<file path="config.mk">
export PLATFORM = sky130hd
export DESIGN_NAME = timer_unit
export DESIGN_NICKNAME = d
export VERILOG_FILES = /design/src/rtl/timer_unit.sv
export SDC_FILE = /design/constraint.sdc
export NUM_CORES = 1
export LEC_CHECK = 0
export BUFFER_PORTS_ARGS = -buffer_cell sky130_fd_sc_hd__buf_2
export CAP_MARGIN = 20
export CORE_AREA = 3 3 90 71
export DETAILED_ROUTE_END_ITERATION = 8
export DIE_AREA = 0 0 93 74
export GPL_TIMING_DRIVEN = 0
export SLEW_MARGIN = 20
export SYNTH_ARGS = -nofsm -noshare
export SYNTH_HDL_FRONTEND = slang
export SYNTH_SLANG_ARGS = --single-unit
</file>
<file path="constraint.sdc">
create_clock -name clk -period 4.4 [get_ports clk]
set_input_delay 0.88 -clock clk [delete_from_list [all_inputs] [get_ports clk]]
set_output_delay 0.88 -clock clk [all_outputs]
set_load 0.1 [all_outputs]
</file>
<file path="src/rtl/timer_unit.sv">
// 8-bit down-counting timer peripheral with a power-of-eight prescaler,
// auto-reload or one-shot mode and a registered one-clock expiry interrupt.
module timer_unit #(
   parameter int PRESCALE_W = 24
) (
   input  logic       clk,
   input  logic       rst_n,
   input  logic [7:0] ctrl,
   input  logic [7:0] set,
   output logic [7:0] read,
   output logic       irq
);

   logic                  en;
   logic                  ar;
   logic                  ie;
   logic                  ld;
   logic [2:0]            ps;

   logic [7:0]            count;
   logic [7:0]            count_nxt;
   logic [PRESCALE_W-1:0] prescaler;
   logic [PRESCALE_W-1:0] prescaler_nxt;
   logic                  halted;
   logic                  halted_nxt;
   logic                  irq_nxt;
   logic                  en_q;

   logic [4:0]            ps_shift;
   logic [PRESCALE_W-1:0] ps_limit;
   logic                  tick;

   assign en = ctrl[0];
   assign ar = ctrl[1];
   assign ie = ctrl[2];
   assign ps = ctrl[6:4];
   assign ld = ctrl[7];

   // Divisor is 8^PS, so the terminal prescaler value is 2^(3*PS)-1.
   assign ps_shift = 5'(ps) * 5'd3;
   assign ps_limit = (PRESCALE_W'(1) << ps_shift) - PRESCALE_W'(1);
   assign tick     = (prescaler == ps_limit);

   // Loads win over counting; any idle path parks the prescaler at zero.
   always_comb begin
      count_nxt     = count;
      prescaler_nxt = '0;
      halted_nxt    = halted;
      irq_nxt       = 1'b0;
      if (ld) begin
         count_nxt  = set;
         halted_nxt = 1'b0;
      end else if (en && !en_q) begin
         count_nxt  = set;
         halted_nxt = 1'b0;
      end else if (en && !halted) begin
         if (tick) begin
            if (count != 8'd0) begin
               count_nxt = count - 8'd1;
            end else begin
               irq_nxt = ie;
               if (ar) begin
                  count_nxt = set;
               end else begin
                  halted_nxt = 1'b1;
               end
            end
         end else begin
            prescaler_nxt = prescaler + PRESCALE_W'(1);
         end
      end
   end

   always_ff @(posedge clk or negedge rst_n) begin
      if (!rst_n) begin
         count     <= 8'd0;
         prescaler <= '0;
         halted    <= 1'b0;
         irq       <= 1'b0;
         en_q      <= 1'b0;
      end else begin
         count     <= count_nxt;
         prescaler <= prescaler_nxt;
         halted    <= halted_nxt;
         irq       <= irq_nxt;
         en_q      <= en;
      end
   end

   // A halted one-shot always holds count at zero, so read needs no masking.
   assign read = count;

endmodule

</file>
==> results of run 1 <==
cells by family after synthesis:
family,Yosys count,share of synthesized area
adders and majority gates,5,0.0260
DFF,35,0.364
and+or+nand+nor,135,0.314
xor gates and xnor gates,27,0.0983
muxes,1,0.00416
buffers and inverters,19,0.0608
AOI/OAI and AO/OA,43,0.133
worst max-delay path, cell delays in order:
cell	delay, ps
buf_2	110
buf_4	160
buf_6	150
or3b_2	460
ha_1	300
xor2_1	140
nand4_1	170
nor3_1	210
nand4_1	120
nor4_1	470
buf_4	270
nand2_1	70
a32o_2	250
routing by layer:
metal,GRT usage,vias up,wire [µm]
li1,-,1020,-
met1,0.279,972,2940
met2,0.227,52,2230
met3,0.0334,4,334
met4,0.0390,0,47
met5,0,-,0
path summary, 6_finish.rpt:
path	end	slack, ps	from	cells past startpoint
max	read[4]	810	ctrl[6]	13
min	halted	520	halted	2
max reg2reg	read[0]	1760	read[0]	9
min reg2reg	halted	520	halted	2
max in group asynchronous	prescaler[5]	3210	rst_n	1
min in group asynchronous	prescaler[20]	670	rst_n	1
per-stage QoR:
stage | worst slack (ps) | power, mW | hold slack (ps)
floorplan | 955 | 0.476 | 467
CTS | 831 | 0.756 | 513
finish | 812 | 0.744 | 516
global placement | 524 | 0.519 | 490
detailed placement | 518 | 0.520 | 494
global route | 632 | 0.781 | 540
cells in the mapped netlist, types with 4 or more instances:
cell	n	area [µm²]
a21oi_1	9	45.0
nor2_1	28	105
xnor2_1	12	105
and3_1	8	50.1
nand3_1	13	65.1
ha_1	5	62.6
nand2_1	16	60.1
a211oi_1	4	30.0
o21ai_0	6	30.0
xor2_1	15	131
nor3_1	14	70.1
inv_1	7	26.3
nand4_1	7	43.8
or3_1	5	31.3
buf_4	4	30.0
dfrtp_1	35	876
nor2_2	20	125
power groups by stage:
stage	sequential (mW)	clock [mW]	combinational (mW)
6_report	0.342	0.230	0.172
4_1_cts	0.342	0.242	0.172
5_1_grt	0.344	0.253	0.185
3_3_place_gp	0.348	0	0.171
2_1_floorplan	0.403	0	0.0723
3_5_place_dp	0.348	0	0.172
layout make-up:
cell class | count | share of cell area
Multi-Input combinational cell | 211 | 0.510
Sequential cell | 35 | 0.323
Timing Repair Buffer | 25 | 0.0461
Buffer | 12 | 0.0443
Tap cell | 78 | 0.0360
Clock buffer | 6 | 0.0267
Inverter | 7 | 0.00968
Clock inverter | 2 | 0.00461
state kept, by name, summed over array words and instances, names as in the netlist:
| signal | count |
|---|---|
| en_q | 1 |
| halted | 1 |
| irq | 1 |
| prescaler | 24 |
| read | 8 |
==> flow_metrics.env, run 1 <==
export IMPL_synth_area_per_cell_um2=9.08
export IMPL_layout_area_overhead_vs_synth_pct=12.8
export IMPL_setup_violations=0
export IMPL_ys_ff_latch=35
export IMPL_wl_per_cell_um=14.8
export IMPL_cts_buffers=5
export IMPL_clock_skew_ps=5.57
export IMPL_cts_root_buf="clkbuf_8"
export IMPL_htreeDepth=2
export IMPL_fin_crit_ps=3590
export IMPL_antenna_found_initial=0
export IMPL_finalHoldViolCount=0
export IMPL_synth_cell_types=58
export IMPL_finalCritPeriodShare=0.815
export IMPL_grt_pass1_wl_mm=9.29
export IMPL_design_area_mm2=0.00271
export IMPL_grt_overflow=0
export IMPL_grt_max_degree=36
export IMPL_dpl_cell_area_mm2=0.00263
export IMPL_slew_viol_final=0
export IMPL_synthesis_area_mm2=0.00241
export IMPL_clkTransAtPathRegs_ps=70
export IMPL_die_h_um=74
export IMPL_worstMarginPinSlew_ps=802
export IMPL_insertion_delay_ps=290
export IMPL_clk_path_buf_depth=2
export IMPL_grt_total_usage=0.171
export IMPL_p_per_area_mw_per_mm2=274
export IMPL_finalWeightedCongestion=0.797
export IMPL_hpwl_mm=4.13
export IMPL_p_comb_frac=0.231
export IMPL_synth_edff_count=0
export IMPL_p_int_uw=488
export IMPL_multiInputGateArea_mm2=0.00138
export IMPL_fmax_ghz=0.279
export IMPL_rsz0062_at_grt="false"
export IMPL_critPathKind="in2reg"
export IMPL_p_seq_frac=0.460
export IMPL_drt_iter0_markers=173
export IMPL_seq_area_frac_synth=0.364
export IMPL_relSlewSlack=0.465
export IMPL_core_mm2=0.00565
export IMPL_cp_start_kind="primary input"
export IMPL_drive_above_1_share=0.232
export IMPL_ir_drop_v=0.000138
export IMPL_dieArea_mm2=0.00688
export IMPL_numClockSinks=35
export IMPL_hold_buffers=0
export IMPL_cap_violations=0
export IMPL_final_common_cell="dfrtp_1"
export IMPL_final_cells=376
export IMPL_clkPwrFrac=0.309
export IMPL_final_nets=320
export IMPL_ant_nets=0
export IMPL_synthFlopType="dfrtp_1"
export IMPL_status="finished clean"
export IMPL_die_x_um=93
export IMPL_path_max_fanout=10
export IMPL_grt_pass1_vias=1835
export IMPL_drt_total_wl_mm=5.56
export IMPL_place_inst=368
export IMPL_post_cts_buffers=0
export IMPL_fillers=590
export IMPL_ys_warnings_count=0
export IMPL_synthCells=265
export IMPL_final_seq_area_um2=876
export IMPL_portBuffers=25
export IMPL_first_pass_iters=4
export IMPL_tns_ps=0
export IMPL_synthArstFlopShare=1.00
export IMPL_required_ps=4580
export IMPL_drc=0
export IMPL_rows=24
export IMPL_vias=2048
export IMPL_min_path_type="reg2reg"
export IMPL_synth_nets=288
export IMPL_p_sw_uw=255
export IMPL_final_util=0.481
export IMPL_n_antenna_cell=0
export IMPL_switching_share=0.343
export IMPL_leakage_nw=1.11
export IMPL_tritoncts="yes"
export IMPL_avgViaCountPerCell=5.45
export IMPL_final_cell_mix="dfrtp_1 (35), nor2_1 (28), buf_2 (25), nor2_2 (20), nand2_1 (16)"
export IMPL_initial_core_util=0.426
export IMPL_io_pins=27
export IMPL_critPathArrivalTime_ps=3770
export IMPL_cts_resized=0
export IMPL_endpoint_kind="flop"
Note: power is estimated with default switching activity, not from simulation.
==> inputs of run 2 (changes only) <==
==> constraint.sdc (replaced) <==
create_clock -name clk -period 3.3 [get_ports clk]
set_input_delay 0.66 -clock clk [delete_from_list [all_inputs] [get_ports clk]]
set_output_delay 0.66 -clock clk [all_outputs]
set_load 0.1 [all_outputs]
==> flow_metrics.env, run 2 (synthesis gave the netlist of run 1 again) <==
export IMPL_final_common_cell="dfrtp_1"
export IMPL_rr_worst_depth=9
export IMPL_finalWeightedCongestion=0.797
export IMPL_post_cts_buffers=0
export IMPL_clk_path_buf_depth=2
export IMPL_p_per_area_mw_per_mm2=360
export IMPL_setup_violations=0
export IMPL_numClockSinks=35
export IMPL_portBuffers=25
export IMPL_drt_total_wl_mm=5.68
export IMPL_endpoint_kind="flop"
export IMPL_tritoncts="yes"
export IMPL_cpPeakStageDelay_ps=570
export IMPL_wl_per_cell_um=15.1
export IMPL_grt_pass1_wl_mm=9.27
export IMPL_finalCritPeriodShare=0.964
export IMPL_core_mm2=0.00565
export IMPL_crit_buf_inv=5
export IMPL_final_cell_mix="dfrtp_1 (35), nor2_1 (27), buf_2 (25), nor2_2 (21)"
export IMPL_fmax_ghz=0.314
export IMPL_min_path_type="in2async"
export IMPL_met2_usage=0.225
export IMPL_fin_crit_ps=3180
export IMPL_drive_above_1_share=0.251
export IMPL_grt_pass1_vias=1821
export IMPL_antenna_found_initial=0
export IMPL_tns_ps=0
export IMPL_drt_iter0_markers=179
export IMPL_cap_violations=0
export IMPL_initial_core_util=0.426
export IMPL_final_nets=321
export IMPL_dieArea_mm2=0.00688
export IMPL_place_inst=368
export IMPL_rsz0062_at_grt="false"
export IMPL_clock_skew_ps=4.67
export IMPL_relSlewSlack=0.465
export IMPL_status="finished clean"
export IMPL_critPathKind="in2reg"
export IMPL_layout_area_overhead_vs_synth_pct=15.8
export IMPL_required_ps=3480
export IMPL_slowest_stage="or4b_4"
export IMPL_grt_use_met1=0.281
export IMPL_hold_buffers=0
export IMPL_cts_root_buf="clkbuf_8"
export IMPL_hpwl_mm=4.13
export IMPL_top_register="prescaler"
export IMPL_leakage_nw=1.13
export IMPL_die_x_um=93
export IMPL_first_pass_iters=4
export IMPL_slew_viol_final=0
export IMPL_die_h_um=74
export IMPL_cp_start_kind="primary input"
export IMPL_vias=2067
export IMPL_final_cells=377
export IMPL_grt_overflow=0
export IMPL_ir_drop_v=0.000184
export IMPL_clkTransAtPathRegs_ps=80
export IMPL_grt_max_degree=36
export IMPL_n_antenna_cell=0
export IMPL_ant_nets=0
export IMPL_path_max_fanout=10
export IMPL_io_pins=27
export IMPL_rows=24
export IMPL_finalHoldViolCount=0
export IMPL_path_cells="buf_2, buf_4, buf_6, nor2_2, nand2_2, ha_4, buf_6, nor3b_1, a311o_1, a22oi_2, nand3_1, or4b_4, nand3_4, clkbuf_16, nor2_2"
export IMPL_critPathArrivalTime_ps=3360
export IMPL_rrSetupSlack_ps=530
export IMPL_drc=0
export IMPL_worstMarginPinSlew_ps=802
export IMPL_grt_total_usage=0.171
export IMPL_largest_reg_flops=24
export IMPL_cts_buffers=5
export IMPL_cp_top_family="simple AND/OR/NAND/NOR gates"
export IMPL_grt_busiest_layer="met1"
export IMPL_met3_usage=0.0334
export IMPL_htreeDepth=2
export IMPL_avgViaCountPerCell=5.48
export IMPL_reg2reg_to="read[0]"
export IMPL_fillers=580
export IMPL_insertion_delay_ps=280
export IMPL_rr_startpoint="read[0]"
run 2: metal layers:
layer / up-vias / wire, µm
met1: 985 / 3020
met3: 5 / 292
met2: 59 / 2310
met5: - / 0
met4: 0 / 49
li1: 1018 / -
run 2: timing repair:
action | CTS | global route
hold endpoints to repair | 0 | 0
pin swaps | 0 | 8
setup endpoints to repair | 1 | 26
resized for setup | 1 | 7
gates cloned | 0 | 1
run 2: worst max path at each step:
stage | from | to | depth (start not counted)
after floorplan | ctrl[6] | prescaler[18] | 12
after global placement | ctrl[6] | read[4] | 13
after detailed placement | ctrl[6] | read[4] | 13
after CTS | ctrl[6] | prescaler[14] | 13
after global routing | ctrl[6] | prescaler[22] | 15
final | ctrl[6] | prescaler[17] | 15
run 2: report_power, final:
| part | internal, mW | total [mW] | leakage (nW) | switching [mW] |
|---|---|---|---|---|
| clock | 0.148 | 0.306 | 0.0412 | 0.159 |
| sequential | 0.441 | 0.456 | 0.467 | 0.0154 |
| combinational | 0.0695 | 0.240 | 0.618 | 0.170 |
run 2: layout make-up:
cell class | count | area, µm² | area share
Buffer | 12 | 120 | 0.0431
Timing Repair Buffer | 26 | 150 | 0.0539
Sequential cell | 35 | 876 | 0.314
Inverter | 7 | 26.3 | 0.00943
Clock inverter | 2 | 12.5 | 0.00449
Clock buffer | 6 | 72.6 | 0.0260
Tap cell | 78 | 97.6 | 0.0350
Multi-Input combinational cell | 211 | 1430 | 0.514
run 2: per-stage QoR:
stage               power, mW  utilization  hold WS (ps)  instance area [µm²]  worst slack [ps]
global route             1.05        0.494           528                 2790              8.71
floorplan               0.634            -           364                 2410              75.0
CTS                      1.01        0.482           487                 2720              24.7
finish                   1.00        0.494           453                 2790               119
detailed placement      0.693        0.466           494                 2630              -362
global placement        0.692        0.466           490                 2630              -356
==> inputs of run 3 (changes only) <==
--- a/config.mk
+++ b/config.mk
@@ -7,10 +7,11 @@
 export LEC_CHECK = 0
 export BUFFER_PORTS_ARGS = -buffer_cell sky130_fd_sc_hd__buf_2
 export CAP_MARGIN = 20
-export CORE_AREA = 3 3 90 71
+export CORE_AREA = 3 3 82 65
 export DETAILED_ROUTE_END_ITERATION = 8
-export DIE_AREA = 0 0 93 74
+export DIE_AREA = 0 0 85 68
 export GPL_TIMING_DRIVEN = 0
+export PLACE_DENSITY = 0.75
 export SLEW_MARGIN = 20
 export SYNTH_ARGS = -nofsm -noshare
 export SYNTH_HDL_FRONTEND = slang
==> flow_metrics.env, run 3 (synthesis gave the netlist of run 1 again) <==
export IMPL_status="finished clean"
export IMPL_p_per_area_mw_per_mm2=366
export IMPL_rr_worst_depth=9
export IMPL_top_register="prescaler"
export IMPL_grt_total_usage=0.207
export IMPL_cp_start_kind="primary input"
export IMPL_p_comb_frac=0.234
export IMPL_first_pass_iters=5
export IMPL_p_int_uw=652
export IMPL_place_inst=347
export IMPL_initial_core_util=0.536
export IMPL_finalHoldViolCount=0
export IMPL_p_seq_frac=0.457
export IMPL_drt_iter0_markers=180
export IMPL_vias=2106
export IMPL_leakage_nw=1.12
export IMPL_portBuffers=25
export IMPL_wl_per_cell_um=15.7
export IMPL_clk_path_buf_depth=2
export IMPL_final_nets=322
export IMPL_slew_viol_final=0
export IMPL_io_pins=27
export IMPL_hpwl_mm=4.16
export IMPL_dieArea_mm2=0.00578
export IMPL_fmax_ghz=0.309
export IMPL_endpoint_kind="flop"
export IMPL_rrSetupSlack_ps=650
export IMPL_multiInputGateArea_mm2=0.00141
export IMPL_switching_share=0.347
export IMPL_tritoncts="yes"
export IMPL_grt_pass1_vias=1857
export IMPL_final_cells=357
export IMPL_final_common_cell="dfrtp_1"
export IMPL_drive_above_1_share=0.247
export IMPL_avgViaCountPerCell=5.90
export IMPL_ir_drop_v=0.000221
export IMPL_min_path_type="in2async"
export IMPL_grt_overflow=0
export IMPL_clock_skew_ps=4.28
export IMPL_path_max_fanout=10
export IMPL_fillers=415
export IMPL_rows=21
export IMPL_core_mm2=0.00449
export IMPL_cts_root_buf="clkbuf_8"
export IMPL_p_sw_uw=347
export IMPL_cap_violations=0
export IMPL_final_cell_mix="dfrtp_1 (35), nor2_1 (28), buf_2 (25), nor2_2 (20), nand2_1 (16)"
export IMPL_die_x_um=85
export IMPL_numClockSinks=35
export IMPL_critPathKind="in2reg"
export IMPL_clkTransAtPathRegs_ps=70
export IMPL_final_util=0.608
export IMPL_drt_total_wl_mm=5.62
export IMPL_grt_max_degree=36
export IMPL_fin_crit_ps=3240
export IMPL_required_ps=3480
export IMPL_relSlewSlack=0.469
export IMPL_totalPowerFinal_uw=999
export IMPL_final_seq_area_um2=876
export IMPL_htreeDepth=2
export IMPL_clkPwrFrac=0.309
export IMPL_finalWeightedCongestion=0.897
export IMPL_largest_reg_flops=24
export IMPL_setup_violations=0
export IMPL_grt_pass1_wl_mm=9.20
export IMPL_cts_buffers=5
export IMPL_finalCritPeriodShare=0.982
export IMPL_hold_buffers=0
export IMPL_reg2reg_to="read[0]"
export IMPL_critPathArrivalTime_ps=3420
export IMPL_layout_area_overhead_vs_synth_pct=13.6
export IMPL_antenna_found_initial=0
export IMPL_insertion_delay_ps=290
export IMPL_die_h_um=68
export IMPL_rr_startpoint="read[0]"
export IMPL_worstMarginPinSlew_ps=797
export IMPL_n_antenna_cell=0
export IMPL_ant_nets=0
export IMPL_drc=0
run 3: cell types whose count changed in the layout (fill, tap and decap cells not counted), sizes merged:
cell / previous run / this run
buf: 35 / 37
clkbuf: 8 / 7
run 3: layout make-up:
cell class / count / area share
multi-input combinational: 211 / 0.516
sequential: 35 / 0.321
timing repair buffer: 27 / 0.0513
buffer: 12 / 0.0453
clock buffer: 6 / 0.0266
tap: 57 / 0.0261
inverter: 7 / 0.00962
clock inverter: 2 / 0.00458
run 3: stage by stage:
| stage | worst slack (ps) | hold WS (ps) | setup TNS, ps | cell area (µm²) |
|---|---|---|---|---|
| floorplan | 75.0 | 364 | 0 | 2410 |
| global placement | -371 | 485 | -6790 | 2600 |
| detailed placement | -382 | 500 | -7830 | 2600 |
| CTS | 40.6 | 477 | 0 | 2690 |
| global route | -72.9 | 513 | -1370 | 2730 |
| finish | 60.8 | 446 | 0 | 2730 |
run 3: critical path, cell delays in order:
cell and delay [ps]:
buf_2 110, or3_1 440, ha_1 290, buf_6 160
nor3b_1 150, a311o_1 330, a22oi_2 210, nand3_1 130
or4b_4 550, nand3_4 180, buf_12 170, nor2_2 50
run 3: worst max-delay path by stage:
stage | from | to | slack (ps)
2_1_floorplan | ctrl[6] | prescaler[18] | 80
3_3_place_gp | ctrl[6] | read[4] | -370
3_5_place_dp | ctrl[6] | read[4] | -380
4_1_cts | ctrl[6] | prescaler[17] | 40
5_1_grt | ctrl[6] | read[4] | -70
6_report | ctrl[6] | prescaler[17] | 60
run 3: power groups by stage:
stage | combinational [mW] | sequential (mW) | clock [mW]
3_5_place_dp | 0.229 | 0.464 | 0
6_report | 0.234 | 0.457 | 0.309
3_3_place_gp | 0.226 | 0.464 | 0
4_1_cts | 0.230 | 0.456 | 0.317
2_1_floorplan | 0.0964 | 0.538 | 0
5_1_grt | 0.251 | 0.459 | 0.332
run 3: routing by layer:
layer  routed length (µm)  global-route usage  vias to the layer above
met2                 2340               0.273                       68
met1                 2800               0.324                     1007
li1                     -                   -                     1021
met3                  409              0.0505                       10
met4                   68              0.0652                        0
met5                    0                   0                        -
run 3: what timing repair did:
action | CTS | global route
pin swaps | 0 | 4
buffers inserted | 0 | 2
resized for setup | 1 | 4
cloned | 0 | 0
endpoints found under the setup margin | 1 | 28
